**config.mk**
```make
export PLATFORM = sky130hd
export DESIGN_NAME = obstacle_pool
export DESIGN_NICKNAME = d
export VERILOG_FILES = /design/src/rtl/obstacle_pool.sv
export SDC_FILE = /design/constraint.sdc
export NUM_CORES = 1
export LEC_CHECK = 0
export ABC_AREA = 1
export BUFFER_PORTS_ARGS = -buffer_cell sky130_fd_sc_hd__buf_2
export CAP_MARGIN = 30
export CORE_ASPECT_RATIO = 1.5
export CORE_UTILIZATION = 32
export DETAILED_ROUTE_END_ITERATION = 6
export PLACE_DENSITY = 0.62
export SYNTH_ARGS = -nofsm -noshare
export SYNTH_HDL_FRONTEND = slang
export SYNTH_SLANG_ARGS = --single-unit
```
**constraint.sdc**
```tcl
create_clock -name clk -period 3.3 [get_ports clk]
set_input_delay 0.165 -clock clk [delete_from_list [all_inputs] [get_ports clk]]
set_output_delay 0.165 -clock clk [all_outputs]
set_load 0.05 [all_outputs]
```
**src/rtl/obstacle_pool.sv**
```systemverilog
// Obstacle pool: a fixed set of obstacle slots that scroll left on each game tick.
// Slots retire off the left edge, and new obstacles spawn at SPAWN_X subject to a
// random threshold and a minimum spacing behind the most recently spawned obstacle.
// Optional feature: define OBSTACLE_POOL_SPEED_RAMP_EN to add a speed ramp that
// grows by one every 16 spawns (saturating at 3). The step is then capped at 4.
module obstacle_pool #(
  parameter int NUM_OBS      = 4,
  parameter int CONV         = 2,
  parameter int SPAWN_X      = 159,
  parameter int MIN_GAP      = 40,
  parameter int SPAWN_THRESH = 8,
  localparam int PW          = 10 - CONV
) (
  input  logic                  clk,
  input  logic                  rst,
  input  logic                  game_tick,
  input  logic                  game_start,
  input  logic                  game_frozen,
  input  logic [7:0]            rng,
  input  logic [1:0]            speed,
  output logic [NUM_OBS*PW-1:0] obs_pos,
  output logic [NUM_OBS*3-1:0]  obs_type,
  output logic [NUM_OBS-1:0]    obs_active,
  output logic                  spawn_pulse,
  output logic                  passed_pulse
);

  localparam int IW = (NUM_OBS > 1) ? $clog2(NUM_OBS) : 1;
  localparam logic [PW-1:0] SpawnPos = PW'(SPAWN_X);
  // The last spawn must have moved at least this far left before another spawn.
  localparam logic [PW-1:0] GapPos   = PW'(SPAWN_X - MIN_GAP);
  localparam logic [4:0]    Thresh   = 5'(SPAWN_THRESH);

  logic [PW-1:0]      pos_q  [NUM_OBS];
  logic [PW-1:0]      pos_d  [NUM_OBS];
  logic [2:0]         type_q [NUM_OBS];
  logic [2:0]         type_d [NUM_OBS];
  logic [NUM_OBS-1:0] active_q, active_d;
  logic [IW-1:0]      last_q, last_d;
  logic               last_vld_q, last_vld_d;
  logic               spawn_q, spawn_d;
  logic               passed_q, passed_d;

  logic [2:0]         step;
  logic [PW-1:0]      step_ext;
  logic               free_found;
  logic [IW-1:0]      free_idx;
  logic               gap_ok;
  logic [2:0]         new_type;

`ifdef OBSTACLE_POOL_SPEED_RAMP_EN
  logic [1:0] ramp_q, ramp_d;
  logic [3:0] spawn_cnt_q, spawn_cnt_d;
  logic [2:0] step_sum;

  // Ramped step, capped at 4 pixels per tick.
  always_comb begin
    step_sum = 3'({1'b0, speed}) + 3'd1 + 3'({1'b0, ramp_q});
    step     = (step_sum > 3'd4) ? 3'd4 : step_sum;
  end
`else
  // Base step only.
  always_comb begin
    step = 3'({1'b0, speed}) + 3'd1;
  end
`endif

  assign step_ext = PW'(step);
  // Types 6 and 7 fold back onto 0 and 1.
  assign new_type = (rng[2:0] <= 3'd5) ? rng[2:0] : rng[2:0] - 3'd6;

  // Next-state: move/retire active slots, then decide on a spawn into a pre-tick free slot.
  always_comb begin
    pos_d      = pos_q;
    type_d     = type_q;
    active_d   = active_q;
    last_d     = last_q;
    last_vld_d = last_vld_q;
    spawn_d    = 1'b0;
    passed_d   = 1'b0;
    free_found = 1'b0;
    free_idx   = '0;
    gap_ok     = 1'b0;
`ifdef OBSTACLE_POOL_SPEED_RAMP_EN
    ramp_d      = ramp_q;
    spawn_cnt_d = spawn_cnt_q;
`endif
    if (game_tick && !game_frozen) begin
      for (int i = 0; i < NUM_OBS; i++) begin
        if (active_q[i]) begin
          if (pos_q[i] < step_ext) begin
            active_d[i] = 1'b0;
            pos_d[i]    = SpawnPos;
            type_d[i]   = 3'd0;
            passed_d    = 1'b1;
          end else begin
            pos_d[i] = pos_q[i] - step_ext;
          end
        end
      end
      // Descending scan so the lowest free index wins; uses pre-tick occupancy so a
      // slot retired this tick is not reused until the next one.
      for (int i = NUM_OBS - 1; i >= 0; i--) begin
        if (!active_q[i]) begin
          free_found = 1'b1;
          free_idx   = IW'(i);
        end
      end
      gap_ok = !last_vld_q || !active_d[last_q] || (pos_d[last_q] <= GapPos);
      if (free_found && (rng[7:3] < Thresh) && gap_ok) begin
        active_d[free_idx] = 1'b1;
        pos_d[free_idx]    = SpawnPos;
        type_d[free_idx]   = new_type;
        last_d             = free_idx;
        last_vld_d         = 1'b1;
        spawn_d            = 1'b1;
`ifdef OBSTACLE_POOL_SPEED_RAMP_EN
        spawn_cnt_d = spawn_cnt_q + 4'd1;
        if (spawn_cnt_q == 4'd15 && ramp_q != 2'd3) begin
          ramp_d = ramp_q + 2'd1;
        end
`endif
      end
    end
  end

  // State register; reset and new-game both return the pool to empty.
  always_ff @(posedge clk) begin
    if (rst || game_start) begin
      for (int i = 0; i < NUM_OBS; i++) begin
        pos_q[i]  <= SpawnPos;
        type_q[i] <= 3'd0;
      end
      active_q   <= '0;
      last_q     <= '0;
      last_vld_q <= 1'b0;
      spawn_q    <= 1'b0;
      passed_q   <= 1'b0;
`ifdef OBSTACLE_POOL_SPEED_RAMP_EN
      ramp_q      <= 2'd0;
      spawn_cnt_q <= 4'd0;
`endif
    end else begin
      pos_q      <= pos_d;
      type_q     <= type_d;
      active_q   <= active_d;
      last_q     <= last_d;
      last_vld_q <= last_vld_d;
      spawn_q    <= spawn_d;
      passed_q   <= passed_d;
`ifdef OBSTACLE_POOL_SPEED_RAMP_EN
      ramp_q      <= ramp_d;
      spawn_cnt_q <= spawn_cnt_d;
`endif
    end
  end

  for (genvar g = 0; g < NUM_OBS; g++) begin : g_pack
    assign obs_pos[g*PW +: PW] = pos_q[g];
    assign obs_type[g*3 +: 3]  = type_q[g];
  end

  assign obs_active   = active_q;
  assign spawn_pulse  = spawn_q;
  assign passed_pulse = passed_q;

endmodule

```
==> results.json <==
{
  "drt-total-wl_um": 11300,
  "multi_input_area_um2": 2430,
  "maxCapViolations": 0,
  "finalClockSkew_ns": 0.00686,
  "cts_buffer_depth": 2,
  "viasPerCell": 4.84,
  "rsz0062_at_grt": "false",
  "whs_path_depth": 3,
  "timing.fmax_ghz": 0.369,
  "nFillCells": 1389,
  "status": "finished clean",
  "post-route-period-util": 0.821,
  "p_per_area_nw_per_um2": 320,
  "post-cts-setup-buffer-count": 0,
  "seq_area_um2": 1060,
  "syn_area_um2": 3950,
  "nNetsFinal": 757,
  "first_pass_iters": 4,
  "cp_max_fo": 16,
  "wire_per_inst_um": 12.8,
  "max_slew_margin": 0.637,
  "path_clk_slew_ns": 0.07,
  "io_pins": 65,
  "timing.setup.tns_ns": 0,
  "initialDrtViolationCount": 182,
  "finalInstanceArea_um2": 4600,
  "diodes": 0,
  "start_util": 0.329,
  "crit_family": "simple AND/OR/NAND/NOR gates",
  "clock-sinks": 53,
  "syn_inst": 672,
  "r2r_cells": 22,
  "synthToLayoutAreaGrowth_pct": 16.5,
  "fin_crit_ns": 2.71,
  "maxSlewViolCount": 0,
  "pre_cts_ws_ns": 0.245,
  "cp_cell_sequence": "buf_2 -> ha_1 -> inv_2 -> nand2_2 -> nand2_1 -> inv_1 -> ha_1 -> inv_1 -> nand2_2 -> a21oi_2 -> nand2_1 -> nand2_1 -> o21ai_0 -> o21ai_0 -> nor2_1 -> nand3_4 -> nand2_4 -> nor2_2 -> inv_2 -> nand2_1 -> a21oi_1",
  "min_to": "last_vld_q$_SDFFE_PP0P_",
  "route.vias.total": 4274,
  "rows": 49,
  "coreArea_um2": 12000,
  "grt_antenna_before_repair": 0,
  "slowest_stage": "ha_1",
  "remaining_drc_errors": 0,
  "cp.arrival_ns": 2.88,
  "cts_buffers": 5,
  "grt_pass1_wl_um": 19100,
  "cts_tree": "done",
  "synth_edf_count": 0,
  "synthesis.nets": 700,
  "syn_area_per_cell_um2": 5.88,
  "grt_usage": 0.185,
  "report.final.setup_viol": 0,
  "ir_drop_v": 0.000174,
  "dp_hpwl_um": 8340,
  "endpoint_kind": "flop",
  "required_ns": 3.47,
  "worstMarginPinSlew_ns": 0.544,
  "dp_cells": 875,
  "path_common_cell": "nand2_1",
  "synth_seq_cells": 53,
  "drive_above_1_share": 0.152,
  "cts-root-buf": "clkbuf_16",
  "critPathKind": "input pin to flop",
  "worstHoldStart": "rst",
  "synthArstFlopShare": 0,
  "crit_cells": 21,
  "hold_violations": 0,
  "crit_buf_inv": 5,
  "finalNonFillerCells": 883,
  "first_global_vias": 3980,
  "die_h_um": 138,
  "numPortBuffers": 61,
  "dieWidth_um": 92.7,
  "ant_nets": 0,
  "critPathLaunchType": "input pin",
  "grt_overflow": 0,
  "fin_ws_ns": 0.590,
  "dpl_cell_area_um2": 4440,
  "slowest_delay_ns": 0.31,
  "ctsResizeCount": 0,
  "cts_hold_buf": 0,
  "yosys_warnings": 0,
  "clk_latency_ns": 0.30,
  "synth-main-ff-cell": "dfxtp_1",
  "grt_max_degree": 49,
  "reg2reg_to": "obs_type[8]$_SDFFE_PP0P_",
  "ff2ff_setup_slack_ns": 0.61,
  "htree_levels": 2,
  "r2r_start": "obs_pos[9]$_SDFFE_PP1P_",
  "p_leak_nw": 2.17,
  "hp-class": "input pin to flop",
  "place.gp.congestion": 0.897,
  "netlist-cell-type-count": 39,
  "seq_area_frac_synth": 0.269,
  "die_area_um2": 12800
}
[tightest hold or removal path, stage by stage]
cell	delay, ns
buf_2	0.08
nor2_1	0.08
o21a_1	0.11
[where the power goes]
group,switching [mW],total [mW],leakage (nW),internal [mW]
Clock,0.251,0.574,0.0799,0.322
Sequential,0.0122,0.661,0.430,0.649
Combinational,0.170,0.239,1.66,0.0692
[metal layers]
layer  share of wire  up-vias  GRT usage
met1            0.43     1914      0.216
met3           0.037       12     0.0281
met4           0.017        0     0.0680
met5               0        -          0
li1                -     2267          -
met2            0.52       81      0.336
[metrics by stage]
step           hold WS [ns]  power (mW)  utilization
6_report              0.183        1.47        0.383
5_1_grt               0.183        1.55        0.383
4_1_cts               0.174        1.50        0.383
3_5_place_dp          0.450       0.915        0.370
3_3_place_gp          0.444       0.914        0.370
2_1_floorplan         0.345       0.854            -
[cells in the final DEF (no fill, tap or decap), types with 2 or more instances in the layout]
cell,n
nand2_1,228
inv_1,86
buf_2,61
nand3_1,57
nor2_1,55
dfxtp_1,53
a21oi_1,44
o21ai_0,38
buf_4,14
ha_1,13
nand4_1,12
o22ai_1,12
nand2_2,8
inv_2,6
nor2_2,5
clkbuf_16,5
xor2_1,4
o21ai_1,3
nor3_1,3
nand4_4,2
a21boi_1,2
nand3_4,2
clkbuf_8,2
[registers in the layout (all words and copies together) (netlist names)]
name and flops:
obs_pos 32, spawn_pulse 1, obs_active 4, passed_pulse 1, obs_type 12, last_q 2, last_vld_q 1
[cells by family after synthesis]
kind of cell / after synthesis / share of synthesized area
AND/OR/NAND/NOR: 376 / 0.414
buffers and inverters: 118 / 0.117
AO/OA/AOI/OAI: 108 / 0.151
flip-flops: 53 / 0.269
adder cells (fa/ha/maj): 13 / 0.0412
XOR/XNOR: 4 / 0.00887
[final cells by class]
cell class	instances	share of cell area
multi-input combinational	501	0.528
sequential	53	0.231
timing repair buffer	75	0.0892
inverter	93	0.0759
tap	153	0.0416
clock buffer	7	0.0332
clock inverter	1	0.00109
[cell usage after synthesis, types with 3 or more instances]
master,instances,area (µm²)
a21oi_1,44,220
buf_2,4,20.0
clkbuf_1,17,63.8
dfxtp_1,53,1060
ha_1,13,163
inv_1,86,323
inv_2,6,22.5
nand2_1,228,856
nand2_2,8,50.1
nand3_1,57,285
nand4_1,12,75.1
nor2_1,56,210
nor2_2,4,25.0
nor3_1,3,15.0
o21ai_0,38,190
o21ai_1,3,15.0
o22ai_1,12,75.1
xor2_1,4,35.0
[how the worst max path moves through the flow]
| stage | endpoint | from |
|---|---|---|
| after floorplan | obs_type[10]$_SDFFE_PP0P_ | obs_pos[1]$_SDFFE_PP1P_ |
| after global placement | obs_pos[30]$_SDFFE_PP0P_ | speed[0] |
| after detailed placement | obs_pos[30]$_SDFFE_PP0P_ | speed[0] |
| after CTS | obs_pos[30]$_SDFFE_PP0P_ | speed[0] |
| after global routing | obs_pos[25]$_SDFFE_PP1P_ | speed[0] |
| final | obs_pos[30]$_SDFFE_PP0P_ | speed[0] |
Power figures use the tool's default switching activity.
